--- config.mk ---
export PLATFORM = sky130hd
export DESIGN_NAME = wb_spi_master
export DESIGN_NICKNAME = d
export VERILOG_FILES = /design/src/rtl/wb_spi_master_pkg.sv /design/src/rtl/wb_spi_master_engine.sv /design/src/rtl/wb_spi_master.sv
export SDC_FILE = /design/constraint.sdc
export NUM_CORES = 1
export LEC_CHECK = 0
export ABC_AREA = 1
export CORE_MARGIN = 3
export CORE_UTILIZATION = 50
export CTS_CLUSTER_DIAMETER = 150
export DETAILED_ROUTE_END_ITERATION = 8
export MAX_ROUTING_LAYER = met4
export PLACE_DENSITY_LB_ADDON = 0.1
export RECOVER_POWER = 100
export SETUP_SLACK_MARGIN = 0.5
export SKIP_LAST_GASP = 1
export SLEW_MARGIN = 10
export SYNTH_ARGS = -nofsm -noshare
export SYNTH_HDL_FRONTEND = slang
export SYNTH_SLANG_ARGS = --single-unit
--- constraint.sdc ---
create_clock -name wb_clk -period 1.76 [get_ports wb_clk]
set_input_delay 0.264 -clock wb_clk [delete_from_list [all_inputs] [get_ports wb_clk]]
set_output_delay 0.264 -clock wb_clk [all_outputs]
set_load 0.01 [all_outputs]
--- src/rtl/wb_spi_master_pkg.sv ---
`default_nettype none
// ============================================================================
//  Module     : wb_spi_master_pkg
//  Description: Shared definitions for the Wishbone SPI master: register
//               word offsets (wb_adr_i[3:2]), STATUS bit positions and the
//               shift-engine state encoding.
//  Revision   : 1.0  initial release
// ============================================================================
package wb_spi_master_pkg;

    // Register select values (byte address bits [3:2])
    localparam logic [1:0] c_REG_DATA   = 2'd0;
    localparam logic [1:0] c_REG_STATUS = 2'd1;
    localparam logic [1:0] c_REG_CTRL   = 2'd2;
    localparam logic [1:0] c_REG_CLKDIV = 2'd3;

    // STATUS bit positions
    localparam int c_STAT_BUSY = 0;
    localparam int c_STAT_RXV  = 1;
    localparam int c_STAT_OVR  = 2;

    // Shift-engine state: IDLE, SCK low half-period, SCK high half-period
    typedef enum logic [1:0] {
        ST_IDLE = 2'd0,
        ST_LO   = 2'd1,
        ST_HI   = 2'd2
    } spi_state_t;

endpackage
`default_nettype wire

--- src/rtl/wb_spi_master_engine.sv ---
`default_nettype none
// ============================================================================
//  Module     : wb_spi_master_engine
//  Description: SPI mode-0 byte shifter, MSB first. Generates SCK from a
//               half-period down-counter reloaded from i_div.
//  Ports      : clk/rst      clock, async active-high reset
//               i_start      load i_tx_byte and begin a transfer (idle only)
//               i_tx_byte    byte to transmit
//               i_div        half-period length minus one
//               i_miso       serial input, sampled on SCK rise
//               o_busy       transfer in progress (registered)
//               o_done       final clk cycle of a transfer (combinational)
//               o_rx_byte    last received byte
//               o_sck/o_mosi serial clock / data, straight from flops
//  Revision   : 1.0  initial release
// ============================================================================
module wb_spi_master_engine
    import wb_spi_master_pkg::*;
#(
    parameter int DIV_W = 8
) (
    input  logic             clk,
    input  logic             rst,
    input  logic             i_start,
    input  logic [7:0]       i_tx_byte,
    input  logic [DIV_W-1:0] i_div,
    input  logic             i_miso,
    output logic             o_busy,
    output logic             o_done,
    output logic [7:0]       o_rx_byte,
    output logic             o_sck,
    output logic             o_mosi
);

    spi_state_t       r_state;
    logic [DIV_W-1:0] r_div_cnt;
    logic [2:0]       r_bit_cnt;
    logic [7:0]       r_shift;
    logic [7:0]       r_rx;
    logic             r_busy;
    logic             r_sck;
    logic             r_mosi;

    logic             w_half_end;

    assign w_half_end = (r_div_cnt == '0);
    // Completion is flagged during the last cycle so the wrapper can set
    // rx_valid on the same edge that drops busy.
    assign o_done     = (r_state == ST_HI) && w_half_end && (r_bit_cnt == 3'd0);

    assign o_busy     = r_busy;
    assign o_rx_byte  = r_rx;
    assign o_sck      = r_sck;
    assign o_mosi     = r_mosi;

    always_ff @(posedge clk or posedge rst) begin
        if (rst) begin
            r_state   <= ST_IDLE;
            r_div_cnt <= '0;
            r_bit_cnt <= 3'd0;
            r_shift   <= 8'd0;
            r_rx      <= 8'd0;
            r_busy    <= 1'b0;
            r_sck     <= 1'b0;
            r_mosi    <= 1'b0;
        end else begin
            case (r_state)
                ST_IDLE: begin
                    if (i_start) begin
                        r_shift   <= i_tx_byte;
                        r_bit_cnt <= 3'd7;
                        r_mosi    <= i_tx_byte[7];
                        r_sck     <= 1'b0;
                        r_busy    <= 1'b1;
                        r_div_cnt <= i_div;
                        r_state   <= ST_LO;
                    end
                end
                ST_LO: begin
                    if (w_half_end) begin
                        r_div_cnt <= i_div;
                        r_sck     <= 1'b1;
                        // Shifting left both samples MISO and exposes the
                        // next TX bit at [7] for the falling edge.
                        r_shift   <= {r_shift[6:0], i_miso};
                        r_state   <= ST_HI;
                    end else begin
                        r_div_cnt <= r_div_cnt - DIV_W'(1);
                    end
                end
                ST_HI: begin
                    if (w_half_end) begin
                        r_div_cnt <= i_div;
                        r_sck     <= 1'b0;
                        if (r_bit_cnt != 3'd0) begin
                            r_mosi    <= r_shift[7];
                            r_bit_cnt <= r_bit_cnt - 3'd1;
                            r_state   <= ST_LO;
                        end else begin
                            // MOSI deliberately holds the last bit.
                            r_rx    <= r_shift;
                            r_busy  <= 1'b0;
                            r_state <= ST_IDLE;
                        end
                    end else begin
                        r_div_cnt <= r_div_cnt - DIV_W'(1);
                    end
                end
                default: begin
                    r_state <= ST_IDLE;
                end
            endcase
        end
    end

endmodule
`default_nettype wire

--- src/rtl/wb_spi_master.sv ---
`default_nettype none
// ============================================================================
//  Module     : wb_spi_master
//  Description: Wishbone slave SPI master (mode 0, 8-bit, MSB first).
//               Registers: 0x0 DATA, 0x4 STATUS {ovr,rx_valid,busy},
//               0x8 CTRL {cs_n}, 0xC CLKDIV.
//  Ports      : wb_clk/wb_rst         clock, async active-high reset
//               wb_adr_i/dat_i/we_i   bus request fields ([3:2] select)
//               wb_cyc_i/wb_stb_i     bus cycle / strobe
//               wb_ack_o/wb_dat_o     one-cycle ack, zero-extended data
//               spi_sck/mosi/cs_n     SPI outputs, all registered
//               spi_miso              SPI input
//  Revision   : 1.0  initial release
// ============================================================================
module wb_spi_master
    import wb_spi_master_pkg::*;
#(
    parameter int               DIV_W   = 8,
    parameter logic [DIV_W-1:0] DIV_RST = DIV_W'(3)
) (
    input  logic        wb_clk,
    input  logic        wb_rst,
    input  logic [3:0]  wb_adr_i,
    input  logic [7:0]  wb_dat_i,
    input  logic        wb_we_i,
    input  logic        wb_cyc_i,
    input  logic        wb_stb_i,
    output logic        wb_ack_o,
    output logic [31:0] wb_dat_o,
    output logic        spi_sck,
    output logic        spi_mosi,
    input  logic        spi_miso,
    output logic        spi_cs_n
);

    logic             r_ack;
    logic [31:0]      r_dat;
    logic             r_cs_n;
    logic             r_ovr;
    logic             r_rxv;
    logic [DIV_W-1:0] r_clkdiv;

    logic             w_req;
    logic [1:0]       w_sel;
    logic             w_start;
    logic             w_busy;
    logic             w_done;
    logic [7:0]       w_rx_byte;
    logic [31:0]      w_rdata;
    logic             w_unused_adr;

    // The ack term makes each access exactly two cycles and blocks
    // a held request from being taken twice.
    assign w_req        = wb_cyc_i & wb_stb_i & ~r_ack;
    assign w_sel        = wb_adr_i[3:2];
    assign w_start      = w_req & wb_we_i & (w_sel == c_REG_DATA) & ~w_busy;
    assign w_unused_adr = &{1'b0, wb_adr_i[1:0]};

    assign wb_ack_o = r_ack;
    assign wb_dat_o = r_dat;
    assign spi_cs_n = r_cs_n;

    always_comb begin
        w_rdata = 32'd0;
        case (w_sel)
            c_REG_DATA:   w_rdata = {24'd0, w_rx_byte};
            c_REG_STATUS: w_rdata = {29'd0, r_ovr, r_rxv, w_busy};
            c_REG_CTRL:   w_rdata = {31'd0, r_cs_n};
            c_REG_CLKDIV: w_rdata = 32'(r_clkdiv);
            default:      w_rdata = 32'd0;
        endcase
    end

    always_ff @(posedge wb_clk or posedge wb_rst) begin
        if (wb_rst) begin
            r_ack    <= 1'b0;
            r_dat    <= 32'd0;
            r_cs_n   <= 1'b1;
            r_ovr    <= 1'b0;
            r_rxv    <= 1'b0;
            r_clkdiv <= DIV_RST;
        end else begin
            r_ack <= w_req;
            if (w_req) begin
                r_dat <= wb_we_i ? 32'd0 : w_rdata;
            end

            if (w_req && wb_we_i) begin
                case (w_sel)
                    c_REG_DATA: begin
                        // Busy includes the completion cycle, so a write
                        // coinciding with completion is also an overrun.
                        if (w_busy) begin
                            r_ovr <= 1'b1;
                        end
                    end
                    c_REG_STATUS: begin
                        if (wb_dat_i[c_STAT_OVR]) begin
                            r_ovr <= 1'b0;
                        end
                    end
                    c_REG_CTRL: begin
                        r_cs_n <= wb_dat_i[0];
                    end
                    c_REG_CLKDIV: begin
                        if (!w_busy) begin
                            r_clkdiv <= wb_dat_i[DIV_W-1:0];
                        end
                    end
                    default: begin
                    end
                endcase
            end

            // A completing transfer wins over a simultaneous DATA read.
            if (w_done) begin
                r_rxv <= 1'b1;
            end else if (w_req && !wb_we_i && (w_sel == c_REG_DATA)) begin
                r_rxv <= 1'b0;
            end
        end
    end

    wb_spi_master_engine #(
        .DIV_W (DIV_W)
    ) u_engine (
        .clk       (wb_clk),
        .rst       (wb_rst),
        .i_start   (w_start),
        .i_tx_byte (wb_dat_i),
        .i_div     (r_clkdiv),
        .i_miso    (spi_miso),
        .o_busy    (w_busy),
        .o_done    (w_done),
        .o_rx_byte (w_rx_byte),
        .o_sck     (spi_sck),
        .o_mosi    (spi_mosi)
    );

endmodule
`default_nettype wire

## After elaboration in Yosys (flattened, before gate mapping)

Cells that the tools add are included.

- Bits of input ports: 18
- Output and inout bits: 36
- Bits in latches: 0
- RAM bits: 0
- Memories: 0
- Word-level logic and storage cells: 98
- Bits in read-only memories: 0
- Register bits: 76

- Multiplexer cells: 34
- Magnitude comparators: 0
- Equal/unequal tests: 12
- Divide/modulo/power cells: 0
- Shifts and indexed selects: 0
- $add $sub $neg: 2
- Reductions and logical operators: 28
- Multiply operators: 0
- Bitwise gates (word level): 8

Operators by type and width:

| cell | number |
|---|---|
| $pmux 32 s4 | 1 |
| $mux 32 | 1 |
| $mux 8 | 4 |
| $pmux 8 s2 | 2 |
| $reduce_and 4->1 | 4 |
| $mux 1 | 14 |
| $reduce_and 3->1 | 4 |
| $reduce_bool 2->1 | 5 |
| $mux 3 | 3 |
| $logic_not 8->1 | 1 |
| $ne 2x1->1 const B | 4 |
| $sub 8x1->8 const B | 1 |
| $eq 2x2->1 const B | 3 |
| $mux 2 | 3 |
| $ne 2x2->1 const B | 3 |
| $pmux 1 s2 | 3 |
| $pmux 2 s3 | 1 |
| $pmux 3 s2 | 1 |
| $reduce_bool 3->1 | 2 |
| $and 1x1->1 | 5 |
| $logic_and 1x1->1 | 5 |
| $eq 2x1->1 const B | 2 |
| $logic_not 2->1 | 2 |
| $reduce_and 2->1 | 2 |
| other kinds (6) | 8 |

## Logic depth before layout (Yosys ltp)

Gate-level depths: netlist of run 1.

- Word-level depth: 7
- Mapped depth: 10
- Mapped depth without buffers: 10

## Cells and area by module

A second synthesis of run 1 with hierarchy kept.

- Cells, all modules: 401
- Area total of the unflattened synthesis: 3091.7 um^2

By module, submodules not included:

| module | area an instance (um^2) | cells each | times used |
|---|---|---|---|
| wb_spi_master_engine | 1878.1 | 243 | 1 |
| wb_spi_master | 1213.7 | 158 | 1 |

## Worst setup path after synthesis of run 1

OpenSTA, ideal clock, no wires.

- Kind: register to register
- From: register u_engine.r_state[0]
- To: register u_engine.r_rx[0], in the netlist u_engine.o_rx_byte[0]
- Setup slack: 0.240 ns
- Stages on the path, launching flop included: 8
- Buffers on the path: 0
- Data arrival time: 1.403 ns
- Cell sequence: dfrtp_1 inv_1 ha_1 inv_2 nor2_4 nand2_2 nand2_1 nand2_1

- Longest elaborated chain between the ends: 2

RTL lines:

| element | RTL line | RTL |
|---|---|---|
| from (decl) | wb_spi_master_engine.sv:35 | `spi_state_t r_state;` |
| from (signal assigned) | wb_spi_master_engine.sv:58 | `r_state <= ST_IDLE;` |
| from (signal assigned) | wb_spi_master_engine.sv:76 | `r_state <= ST_LO;` |
| from (signal assigned) | wb_spi_master_engine.sv:86 | `r_state <= ST_HI;` |
| $eq 2x2->1 | wb_spi_master_engine.sv:67 | `case (r_state)` |
| $reduce_and 3->1 (no source line) | -- |  |
| to (signal assigned) | wb_spi_master_engine.sv:101 | `r_rx <= r_shift;` |
| to (decl) | wb_spi_master_engine.sv:39 | `logic [7:0] r_rx;` |

No other way between the ends.
A chain may end at the register's enable or synchronous reset.

## Final worst setup path of run 1

- From: register u_engine.r_div_cnt[2]
- To: register u_engine.r_div_cnt[2]

- Longest elaborated chain between the ends: 3

RTL lines:

| element | RTL line | RTL |
|---|---|---|
| from (decl) | wb_spi_master_engine.sv:36 | `logic [DIV_W-1:0] r_div_cnt;` |
| from (signal assigned) | wb_spi_master_engine.sv:75 | `r_div_cnt <= i_div;` |
| from (signal assigned) | wb_spi_master_engine.sv:81 | `r_div_cnt <= i_div;` |
| from (signal assigned) | wb_spi_master_engine.sv:88 | `r_div_cnt <= r_div_cnt - DIV_W'(1);` |
| $sub 8x1->8 or $logic_not 8->1 (tied branches) | wb_spi_master_engine.sv:88, wb_spi_master_engine.sv:106, wb_spi_master_engine.sv:46 |  |
| $mux 8 (*) | wb_spi_master_engine.sv:80, wb_spi_master_engine.sv:92 |  |
| $pmux 8 s2 (*) | wb_spi_master_engine.sv:67 |  |

Mark *: on every way between the ends. The rest lies on a longest branch, timed or not.

==> metrics, run 1 <==
clock slew at reported path FFs=approximately 90 ps; sequential element share of the synthesized area=43.3%; min cycle time layout=approximately 1600 ps; CP arrival=between 1500 and 2000 ps; ANT cells=0; Final ANT Viol Nets=0; Via density=around 5.2; initial DRC count=210; Main synth FF type=dfrtp_1; Max Fanout on Critical Path=5; unrepaired setup endpoints after global routing=true; Max Clock Freq=615 MHz; Pre-Repair DR Iteration Count=4; Remaining DRCs=0; area of placed instances=~3500 µm²; first-pass GRT wire length=around 13000 µm; MaxCap Viol Count=0; worst vdd ir=1090 µV; WL per Instance=between 10 and 15 µm; die area=between 6000 and 7000 µm²; Slew Limit Fails=0; Synth Area in Adders=3.74%; Fillers=408; clk_skew=11.6 ps; synth unique cells=32; largest net degree at the start of global routing=36; Mapped Cells=384; IO Pins=54; final setup violating endpoints=0; Post-Route WL=8170 µm; H-tree depth=2; area share of the largest cell type after synthesis=roughly 41%; TritonCTS Sinks=52; die height=83.6 µm; required time of the critical path=2010 ps; CTS hold repair buffers=0; Netlist Area Pre-Place=approximately 3000 µm²; Total GRT Usage=between 20% and 30%; fin nets=500; fin cells=546; share of layout cells above drive strength 1=35.0%; Post-Place Cells=495; Area Growth Syn to Fin=42.0%; Synth Area in Compound Gates=6.77%; die span in x=83.6 µm; TritonCTS clock tree=done; relative slew slack=between 50% and 60%; Site Rows=27; asr flop ratio synth=100%; antenna violations before repair=0; core area=5680 µm²; Via Count=2846; Power Density=approximately 1700 nW/µm²; initial core utilization=approximately 53%; GPL Wtd Cong=0.887; Area contributors post-synth=dfrtp_1 (41%), nand2_1 (17%), buf_4 (6.2%); Mapped Avg Cell Area=7.84 µm²; DP Wirelength=about 4800 µm; final instance area=between 4000 and 5000 µm²; Worst-Margin Slew=649 ps; Final Hold Fails=0; Num CTS Buffers=5; PortBufs=27; hold path start=wb_adr_i[3]; Post-Synth XOR/XNOR Area=less than 1%; vias in the first global route=between 2k and 3k; commonest non-fill, non-tap cell in the layout=nand2_1; Longest Clk Path Bufs=2; Worst-Skew Late Latency=320 ps; post-synthesis register bit count=52; most frequent cells in the layout=nand2_1 (103), dfrtp_1 (45), buf_4 (37); outcome=complete, no violations; CP Launch Type=flop; GR Overflow Total=0; Post-Synth Simple-Gate Area=approximately a third; Yosys top cell by area=dfrtp_1; Reg-to-Reg Start=u_engine.r_div_cnt[2]; CP Class=flop to flop; reg2reg setup slack=130 ps; multiplexer area fraction after synthesis=0%; CP Capture Type=flop; Root Buffer=clkbuf_8; largest family of logic cells by synthesized area=simple AND/OR/NAND/NOR gates; P_leak=2.09 nW; Tightest Hold Check Type=input port to flop; final period utilization=between 90% and 100%; start point of the critical path=u_engine.r_div_cnt[2]; Ys Warns=0; Post-synth EDFFs=0
## layout make-up
type                    instances  area, µm²  area share [%]
repair buffers                 86        802            18.8
well taps                      72       90.1            2.11
flip-flops and latches         52       1310            30.6
multi-input cells             286       1780            41.7
clock inverters                 2       38.8           0.907
clock buffers                   6       72.6            1.70
inverters                      42        179            4.18
## synthesized netlist by cell type, types with 3 or more instances
master / number
dfstp_2: 3
nor2_1: 6
nand2_1: 135
inv_2: 4
xor2_1: 3
buf_4: 25
nor2_2: 5
nor2_4: 5
nand4_1: 12
o21ai_0: 24
ha_1: 9
o21ai_1: 3
dfrtp_1: 49
nand3_2: 3
nand2_2: 3
a21oi_1: 3
inv_1: 38
nand3_1: 36
## timing repair
item,4_1_cts,5_1_grt
buffers inserted,26,14
pin swaps,30,34
gates resized for setup,81,74
endpoints found under the setup margin,56,57
gates cloned,3,0
## stage by stage
step	setup TNS [ps]	hold slack, ps	worst slack, ps	power, mW	utilization, %
2_1_floorplan	0	318	370	4.14	-
6_report	0	383	133	7.23	75.4
4_1_cts	0	261	339	6.59	71.1
5_1_grt	0	402	92.3	7.76	75.4
3_3_place_gp	-286	458	-49.2	4.81	61.0
3_5_place_dp	-758	460	-83.5	4.85	61.0
## logic make-up (layout without fill, tap and decap cells)
kind of cell,after synthesis,after routing
compound gates,37,37
xor+xnor,3,3
fa+ha+maj,9,9
buf+inv,71,136
flops,52,52
other cells,1,24
simple gates,211,213
## sequential cells by signal, indices dropped and copies added (netlist names)
name                cells
wb_ack_o                1
u_engine.r_shift        8
u_engine.o_busy         1
wb_dat_o                8
r_clkdiv                8
u_engine.r_state        2
spi_cs_n                1
u_engine.o_mosi         1
r_rxv                   1
u_engine.o_sck          1
u_engine.r_bit_cnt      3
r_ovr                   1
u_engine.r_div_cnt      8
u_engine.o_rx_byte      8
## critical path, cell delays in order, from the launching register on
cell	delay (ps)
dfrtp_1	430
nor2_4	60
nand2_1	190
nor2_8	90
nor2_2	340
buf_6	180
nand2_2	50
o21ai_1	90
nand2_1	80
nand2_1	70
## power by group
part           total (mW)  internal [mW]  switching [mW]
logic                4.29           1.89            2.40
clock network       0.860          0.431           0.429
registers            2.08           1.68           0.405
## metal layers
| metal | GRT usage, % | wire length, µm | vias to the layer above |
|---|---|---|---|
| li1 | - | - | 1365 |
| met1 | 30.4 | 3570 | 1388 |
| met2 | 37.1 | 4190 | 82 |
| met3 | 3.26 | 317 | 11 |
| met4 | 4.39 | 93 | 0 |
| met5 | - | 0 | - |
## final timing paths
check | end | depth (start not counted)
worst min register to register | u_engine.r_bit_cnt[1] | 2
max in group asynchronous | u_engine.r_state[1] | 3
worst max register to register | u_engine.r_div_cnt[2] | 9
min in group asynchronous | u_engine.r_div_cnt[1] | 2
worst max-delay path | u_engine.r_div_cnt[2] | 9
worst min-delay path | spi_cs_n | 4
Power figures use the tool's default switching activity.
==> run 2, diff against run 1 <==
Settings changed: GPL_ROUTABILITY_DRIVEN set to 0, GPL_TIMING_DRIVEN set to 0.
==> run 2 against run 1 <==
Global-route usage decreased by 0.35 points; register-to-register slack better by 70 ps; non-clock buffer count is 18 higher; sequential share of layout area shrank 0.27 points; largest cell class unchanged; sequential cell count unchanged; worst setup slack improved by 74 ps; largest power group unchanged; critical endpoint is now u_engine.r_div_cnt[1].
==> metrics, run 2 (same netlist as run 1, synthesis figures left out) <==
area of placed instances=3530 µm² (was 3460 µm²); Final ANT Viol Nets=0 (unchanged); Num CTS Buffers=5 (unchanged); Setup WS pre-CTS=-232 ps (was -83.5 ps); post-route setup TNS=0 ps (unchanged); share of power burned in registers=31.0% (was 28.8%); Pre-Repair DR Iteration Count=7 (was 4); PortBufs=27 (unchanged); Worst-Skew Late Latency=310 ps (was 320 ps); TritonCTS Sinks=52 (unchanged); CP Class=flop to flop (unchanged); Site Rows=27 (unchanged); Via density=5.05 (was 5.21); core area=5680 µm² (unchanged); Switching Power=2.99 mW (was 3.23 mW); Via Count=2850 (was 2846); Final Hold Fails=0 (unchanged); GR Overflow Total=0 (unchanged); commonest non-fill, non-tap cell in the layout=nand2_1 (unchanged); Power Density=1560 nW/µm² (was 1690 nW/µm²); IO Pins=54 (unchanged); Worst-Margin Slew=666 ps (was 649 ps); share of layout cells above drive strength 1=34.3% (was 35.0%); start point of the critical path=wb_ack_o (was u_engine.r_div_cnt[2]); Max Clock Freq=644 MHz (was 615 MHz); final period utilization=88.2% (was 92.4%); CP arrival=1770 ps (was 1880 ps); die area=6990 µm² (unchanged); MaxCap Viol Count=0 (unchanged); P_leak=2.18 nW (was 2.09 nW); min cycle time layout=1550 ps (was 1630 ps); Reg-to-Reg Start=wb_ack_o (was u_engine.r_div_cnt[2]); outcome=complete, no violations (unchanged); Area Growth Syn to Fin=43.2% (was 42.0%); required time of the critical path=1970 ps (was 2010 ps); Fillers=420 (was 408); vias in the first global route=2678 (was 2615); Clk network pwr share=10.6% (was 11.9%); worst vdd ir=1170 µV (was 1090 µV); Comb power frac=58.4% (was 59.3%); initial core utilization=53.1% (unchanged); final instance area=4310 µm² (was 4280 µm²); Switching Share=44.4% (was 44.7%); die height=83.6 µm (unchanged); Total GRT Usage=22.3% (was 22.7%); CP Launch Type=flop (unchanged); die span in x=83.6 µm (unchanged); Root Buffer=clkbuf_8 (unchanged); Hold Slack=405 ps (was 383 ps); Remaining DRCs=0 (unchanged); initial DRC count=196 (was 210); first-pass GRT wire length=12400 µm (was 12700 µm); final setup violating endpoints=0 (unchanged); hold path start=wb_stb_i (was wb_adr_i[3]); Slew Limit Fails=0 (unchanged); final worst slack=207 ps (was 133 ps); antenna violations before repair=0 (unchanged); H-tree depth=2 (unchanged); Max Fanout on Critical Path=8 (was 5); unrepaired setup endpoints after global routing=true (unchanged); Longest Clk Path Bufs=2 (unchanged); Int Pwr=3.74 mW (was 4.00 mW); fin nets=518 (was 500); ANT cells=0 (unchanged); clock slew at reported path FFs=100 ps (was 90 ps); Tightest Hold Check Type=input port to flop (unchanged); WL per Instance=14.0 µm (was 15.0 µm); largest net degree at the start of global routing=53 (was 36); relative slew slack=55.4% (was 56.5%); CP Capture Type=flop (unchanged); clk_skew=5.81 ps (was 11.6 ps); Post-Route WL=7910 µm (was 8170 µm); most frequent cells in the layout=nand2_1 (109), buf_4 (54), dfrtp_1 (45) (was nand2_1 (103), dfrtp_1 (45), buf_4 (37)); DP Wirelength=4700 µm (was 4760 µm); TritonCTS clock tree=done (unchanged)
[run 2: cell count changes in the layout (fill, tap and decap cells not counted), moves of 4 or more]
cell	change
clkbuf_1	-5
nand2_1	+6
nand3_1	+11
o21ai_1	-4
nand2_2	-7
nand3_2	-11
dlygate4sd2_1	+6
buf_4	+17
[run 2: cell type report]
cell class	count	area (µm²)	share of cell area, %
buffer	29	238	5.51
clock buffer	5	68.8	1.60
clock inverter	3	22.5	0.522
inverter	42	169	3.92
multi-input combinational	286	1680	39.0
sequential	52	1310	30.4
tap	72	90.1	2.09
timing repair buffer	75	733	17.0
[run 2: timing repair]
action,in CTS,in global routing
hold buffers,0,0
setup buffers,26,18
pin swaps,11,17
setup endpoints to repair,60,58
gates resized for setup,61,78
cloned,4,1
[run 2: routing by layer]
| metal | vias to the layer above | routed length (µm) | track usage, % |
|---|---|---|---|
| met2 | 90 | 3950 | 36.3 |
| met5 | - | 0 | - |
| met1 | 1342 | 3400 | 28.0 |
| met4 | 0 | 132 | 7.46 |
| met3 | 13 | 426 | 4.44 |
| li1 | 1405 | - | - |
[run 2: power groups by stage]
stage,Combinational (mW),Clock (mW),Sequential [mW]
2_1_floorplan,2.17,0,1.98
3_3_place_gp,2.69,0,2.04
3_5_place_dp,2.73,0,2.06
4_1_cts,3.51,0.723,2.02
5_1_grt,4.38,0.781,2.13
6_report,3.93,0.713,2.09
[run 2: worst paths after layout]
| path | cells past startpoint | slack [ps] | end |
|---|---|---|---|
| setup reg to reg | 9 | 210 | u_engine.r_div_cnt[1] |
| setup / recovery | 9 | 210 | u_engine.r_div_cnt[1] |
| max in group asynchronous | 3 | 350 | r_clkdiv[1] |
| min in group asynchronous | 2 | 460 | u_engine.r_div_cnt[7] |
| hold reg to reg | 2 | 480 | r_clkdiv[1] |
| hold / removal | 3 | 400 | wb_ack_o |
[run 2: per-stage QoR]
stage               power, mW  utilization [%]  std cells
global placement         4.73             62.2        506
detailed placement       4.79             62.2        506
floorplan                4.14                -        407
finish                   6.73             76.0        564
global route             7.29             76.0        564
CTS                      6.26             71.0        544
[run 2: critical path: stages, from the launching register on]
cell,delay [ps]
dfrtp_1,390
clkinv_1,60
nand4_1,80
clkbuf_1,220
nor2_4,160
nor2_2,60
nor2_4,240
inv_4,100
nand2_1,80
nand2_1,50
